==> src/rtl/uart_sync_fifo.sv <==
// Synchronous FIFO with registered or first-word-fall-through read, status flags and occupancy count.
// Define UART_FIFO_ERR_FLAGS_EN to build the sticky overflow/underflow flags; otherwise those ports are tied to 0.
module uart_sync_fifo #(
    parameter int DATA_WIDTH    = 8,
    parameter int FIFO_DEPTH    = 16,
    parameter int AFULL_THRESH  = 12,
    parameter int AEMPTY_THRESH = 2,
    parameter int FWFT          = 0,
    localparam int CW           = $clog2(FIFO_DEPTH + 1)
) (
    input  logic                  clk,
    input  logic                  reset,
    input  logic                  wr_en,
    input  logic [DATA_WIDTH-1:0] wr_data,
    input  logic                  rd_en,
    input  logic                  flush,
    output logic [DATA_WIDTH-1:0] rd_data,
    output logic                  rd_valid,
    output logic                  full,
    output logic                  empty,
    output logic                  almost_full,
    output logic                  almost_empty,
    output logic [CW-1:0]         count,
    output logic                  overflow,
    output logic                  underflow
);

    localparam int PW = $clog2(FIFO_DEPTH);

    logic [DATA_WIDTH-1:0] mem_q [FIFO_DEPTH];
    logic [PW-1:0]         wr_ptr_q, wr_ptr_d;
    logic [PW-1:0]         rd_ptr_q, rd_ptr_d;
    logic [CW-1:0]         count_q, count_d;
    logic                  wr_ok, rd_ok;

    // Flags decode the registered count only, so they never depend on this cycle's requests.
    assign full         = (count_q == CW'(FIFO_DEPTH));
    assign empty        = (count_q == '0);
    assign almost_full  = (count_q >= CW'(AFULL_THRESH));
    assign almost_empty = (count_q <= CW'(AEMPTY_THRESH));
    assign count        = count_q;

    assign wr_ok = wr_en && !full;
    assign rd_ok = rd_en && !empty;

    always_comb begin
        wr_ptr_d = wr_ptr_q;
        rd_ptr_d = rd_ptr_q;
        count_d  = count_q;
        if (flush) begin
            wr_ptr_d = '0;
            rd_ptr_d = '0;
            count_d  = '0;
        end else begin
            // Compare-and-clear wrap keeps non-power-of-2 depths exact.
            if (wr_ok) wr_ptr_d = (wr_ptr_q == PW'(FIFO_DEPTH - 1)) ? '0 : wr_ptr_q + 1'b1;
            if (rd_ok) rd_ptr_d = (rd_ptr_q == PW'(FIFO_DEPTH - 1)) ? '0 : rd_ptr_q + 1'b1;
            case ({wr_ok, rd_ok})
                2'b10:   count_d = count_q + 1'b1;
                2'b01:   count_d = count_q - 1'b1;
                default: count_d = count_q;
            endcase
        end
    end

    always_ff @(posedge clk or posedge reset) begin
        if (reset) begin
            wr_ptr_q <= '0;
            rd_ptr_q <= '0;
            count_q  <= '0;
        end else begin
            wr_ptr_q <= wr_ptr_d;
            rd_ptr_q <= rd_ptr_d;
            count_q  <= count_d;
        end
    end

    // Storage is intentionally not reset.
    always_ff @(posedge clk) begin
        if (wr_ok && !flush) mem_q[wr_ptr_q] <= wr_data;
    end

    generate
        if (FWFT == 0) begin : g_reg_read
            logic [DATA_WIDTH-1:0] rd_data_q;
            logic                  rd_valid_q;

            always_ff @(posedge clk or posedge reset) begin
                if (reset) begin
                    rd_data_q  <= '0;
                    rd_valid_q <= 1'b0;
                end else if (flush) begin
                    rd_valid_q <= 1'b0;
                end else begin
                    rd_valid_q <= rd_ok;
                    if (rd_ok) rd_data_q <= mem_q[rd_ptr_q];
                end
            end

            assign rd_data  = rd_data_q;
            assign rd_valid = rd_valid_q;
        end else begin : g_fwft_read
            // Gate on empty so the uninitialised array never reaches the port.
            assign rd_data  = empty ? '0 : mem_q[rd_ptr_q];
            assign rd_valid = !empty && !flush;
        end
    endgenerate

`ifdef UART_FIFO_ERR_FLAGS_EN
    logic overflow_q, underflow_q;

    always_ff @(posedge clk or posedge reset) begin
        if (reset) begin
            overflow_q  <= 1'b0;
            underflow_q <= 1'b0;
        end else if (flush) begin
            overflow_q  <= 1'b0;
            underflow_q <= 1'b0;
        end else begin
            if (wr_en && full)  overflow_q  <= 1'b1;
            if (rd_en && empty) underflow_q <= 1'b1;
        end
    end

    assign overflow  = overflow_q;
    assign underflow = underflow_q;
`else
    assign overflow  = 1'b0;
    assign underflow = 1'b0;
`endif

endmodule

==> config.mk <==
export PLATFORM = sky130hd
export DESIGN_NAME = uart_sync_fifo
export DESIGN_NICKNAME = d
export VERILOG_FILES = /design/src/rtl/uart_sync_fifo.sv
export SDC_FILE = /design/constraint.sdc
export NUM_CORES = 1
export LEC_CHECK = 0
export CAP_MARGIN = 20
export CORE_ASPECT_RATIO = 1.4
export CORE_MARGIN = 2
export CORE_UTILIZATION = 57
export CTS_BUF_LIST = sky130_fd_sc_hd__clkbuf_8
export DETAILED_ROUTE_END_ITERATION = 6
export PLACE_DENSITY = 0.75
export SYNTH_ARGS = -nofsm -noshare
export SYNTH_HDL_FRONTEND = slang
export SYNTH_SLANG_ARGS = --single-unit
==> constraint.sdc <==
create_clock -name clk -period 4.6 [get_ports clk]
set_input_delay 0.92 -clock clk [delete_from_list [all_inputs] [get_ports clk]]
set_output_delay 0.92 -clock clk [all_outputs]
set_load 0.01 [all_outputs]
==> impl_metrics.json <==
{
  "finClkSkew_ns": 0.00984,
  "grt_pass1_vias": 3476,
  "routedWlPerCell_um": 22.9,
  "grt_pass1_wl_um": 19400,
  "swShare_pct": 24.7,
  "ys_ff_latch": 150,
  "critPathBufInv": 1,
  "dr.first_iter.drc_count": 342,
  "leakage_nw": 2.41,
  "dr_total_vias": 3309,
  "cpMaxStageDelayCell": "or4_1",
  "grt_max_degree": 23,
  "cts_root_buf": "clkbuf_8",
  "ff2ff_path_depth": 9,
  "tightestPinTransition_ns": 0.977,
  "cts_setup_buffers": 0,
  "power.density_nw_per_um2": 471,
  "min_path_cells": 2,
  "synth_area_per_cell_um2": 17.8,
  "relSlewSlack_pct": 34.8,
  "antenna_found_initial": 0,
  "reg2reg_slack_ns": 1.65,
  "io_pins": 33,
  "grt_usage_pct": 22.9,
  "slew_viol_final": 0,
  "synth_top_family_by_area": "multiplexers",
  "clock_latency_ns": 0.44,
  "ir_worst_vdd_uv": 252,
  "start_util_pct": 58.0,
  "place_area_um2": 6660,
  "drc": 0,
  "path_class": "reg2out",
  "final_cell_mix": "128 x edfxtp_1, 32 x mux4_2, 30 x clkdlybuf4s50_1",
  "grt_remaining_overflow": 0,
  "holdCritPathClass": "reg2reg",
  "die_w_um": 92.4,
  "drv_cap": 0,
  "synth.area.top_cells": "edfxtp_1 62%, mux4_2 12%, dfrtp_1 8.8%",
  "area_growth_syn_to_layout_pct": 14.5,
  "core_um2": 10800,
  "yosysTopAreaCellShare_pct": 61.6,
  "numPortBuffers": 30,
  "dieArea_um2": 11800,
  "tns_ns": 0,
  "r2r_start": "count[3]$_DFFE_PP0P_",
  "dr.pass1.iters": 5,
  "fin_area_um2": 7140,
  "clkPwrFrac_pct": 35.3,
  "layout_commonest_cell": "edfxtp_1",
  "htreeDepth": 4,
  "ant_nets": 0,
  "yosys.area.top_type": "edfxtp_1",
  "power.internal_w": 0.00253,
  "r2r-end": "count[4]$_DFFE_PP0P_",
  "async_flop_share_pct": 14.7,
  "die_y_um": 128,
  "routed_wl_um": 12400,
  "yosys.area_share.simple_pct": 5.00,
  "crit_required_ns": 3.68,
  "synth-edff-count": 128,
  "post-route-period-util_pct": 72.5,
  "fmax_mhz": 300,
  "dp_hpwl_um": 8640,
  "cp-start-kind": "register",
  "place_congestion": 0.849,
  "period_minus_slack_ns": 3.34,
  "regArea_um2": 4400,
  "diodes": 0,
  "num-nets-final": 410,
  "postCtsHoldBufs": 0,
  "outcome": "complete, no violations",
  "std_cell_rows": 45,
  "tritoncts": "done",
  "worstPathMaxFanout": 9,
  "cts_buffer_depth": 2,
  "cp-end-kind": "output pin",
  "yosysSeqAreaShare_pct": 70.5,
  "cpLargestDelayFamily": "simple AND/OR/NAND/NOR gates",
  "finalSetupViolCount": 0,
  "syn_inst": 351,
  "power.switching_w": 0.000832,
  "holdPathEnd": "rd_data[6]$_DFFE_PP0P_",
  "drive_above_1_share_pct": 19.2,
  "cts-buffers-inserted": 17,
  "crit_chain": "or4_1, nor2_1, clkdlybuf4s50_1",
  "synthXorXnorAreaFrac_pct": 0.281,
  "cpPeakStageDelay_ns": 0.74,
  "synth_cell_types": 47,
  "viasPerCell": 6.11,
  "hold_violations": 0,
  "multi_input_area_um2": 1690,
  "power.share.sequential_pct": 48.4,
  "cts_resized": 0,
  "num-fill-cells": 707,
  "synth_ff_type": "edfxtp_1",
  "muxShareOfSynthArea_pct": 15.5,
  "worstPathArrival_ns": 2.42,
  "power_frac_comb_pct": 16.2,
  "yosys.area_share.adder_pct": 1.93,
  "synth-compound-area-share_pct": 4.19,
  "ys_warn_count": 0,
  "rsz0062_at_grt": "false",
  "clkTransAtPathRegs_ns": 0.08,
  "clock-sinks": 150,
  "min_from": "rd_data[6]$_DFFE_PP0P_",
  "syn_area_um2": 6230,
  "final_core_util_pct": 66.4
}
==> final cells by class <==
class,count,area share (%)
sequential,150,61.6
multi-input combinational,169,23.6
timing repair buffer,37,4.94
clock buffer,18,3.47
clock inverter,14,3.23
tap,141,2.47
inverter,13,0.684
==> logic make-up after synthesis <==
kind of cell / after synthesis
AOI/OAI and AO/OA: 32
xor gates and xnor gates: 2
adders and majority gates: 9
buffers and inverters: 33
DFF: 150
muxes: 56
other: 1
and+or+nand+nor: 68
==> cells in the mapped netlist, types with 2 or more instances <==
cell      instances
edfxtp_1        128
mux4_2           32
nor2_1           23
dfrtp_1          22
mux2i_1          21
nand2_1          21
inv_1            13
ha_1              8
o221ai_1          8
clkbuf_1          7
a21oi_1           6
buf_2             6
nor3_1            6
nand3_1           4
nor2b_1           4
buf_4             3
a211o_1           2
a31oi_1           2
buf_1             2
buf_6             2
mux2_2            2
o211ai_1          2
or4_1             2
xnor2_1           2
==> metal layers <==
layer  wire length (um)  global-route usage (%)
met1               4990                    29.2
met2               6280                    37.0
met3                611                    4.59
met4                554                    13.0
met5                  0                       0
==> sequential cells by signal, summed over array words and instances, names as in the netlist <==
name / flops
rd_ptr_q: 4
mem_q: 128
rd_valid: 1
count: 5
rd_data: 8
wr_ptr_q: 4
==> metrics by stage <==
stage               cells  hold WS (ns)  setup slack (ns)  total power, W
CTS                   542         0.514              1.24         0.00338
detailed placement    510         0.491              1.11         0.00221
global placement      510         0.480              1.22         0.00219
finish                542         0.511              1.26         0.00336
global route          542         0.542              1.14         0.00349
floorplan             352         0.520              2.01         0.00197
==> worst min-delay path: stages, from the launching register on <==
cell      delay, ns
dfrtp_1        0.36
nand2_1        0.05
o221ai_1       0.06
==> power groups by stage <==
stage / sequential [W] / clock, W / combinational, W
global route: 0.00164 / 0.00125 / 0.000603
CTS: 0.00163 / 0.00120 / 0.000550
finish: 0.00163 / 0.00119 / 0.000546
global placement: 0.00165 / 0 / 0.000536
floorplan: 0.00164 / 0 / 0.000331
detailed placement: 0.00166 / 0 / 0.000546
==> worst max path at each step <==
stage                                        end  slack [ns]                 start  cells after the start
after detailed placement  mem_q[12][5]$_DFFE_PP_        1.11                 wr_en                      5
after global placement    mem_q[12][5]$_DFFE_PP_        1.22                 wr_en                      5
after global routing                        full        1.14  count[3]$_DFFE_PP0P_                      3
after CTS                                   full        1.24  count[3]$_DFFE_PP0P_                      3
final                                       full        1.26  count[3]$_DFFE_PP0P_                      3
after floorplan            mem_q[3][0]$_DFFE_PP_        2.01                 flush                      4
Power figures use the tool's default switching activity.
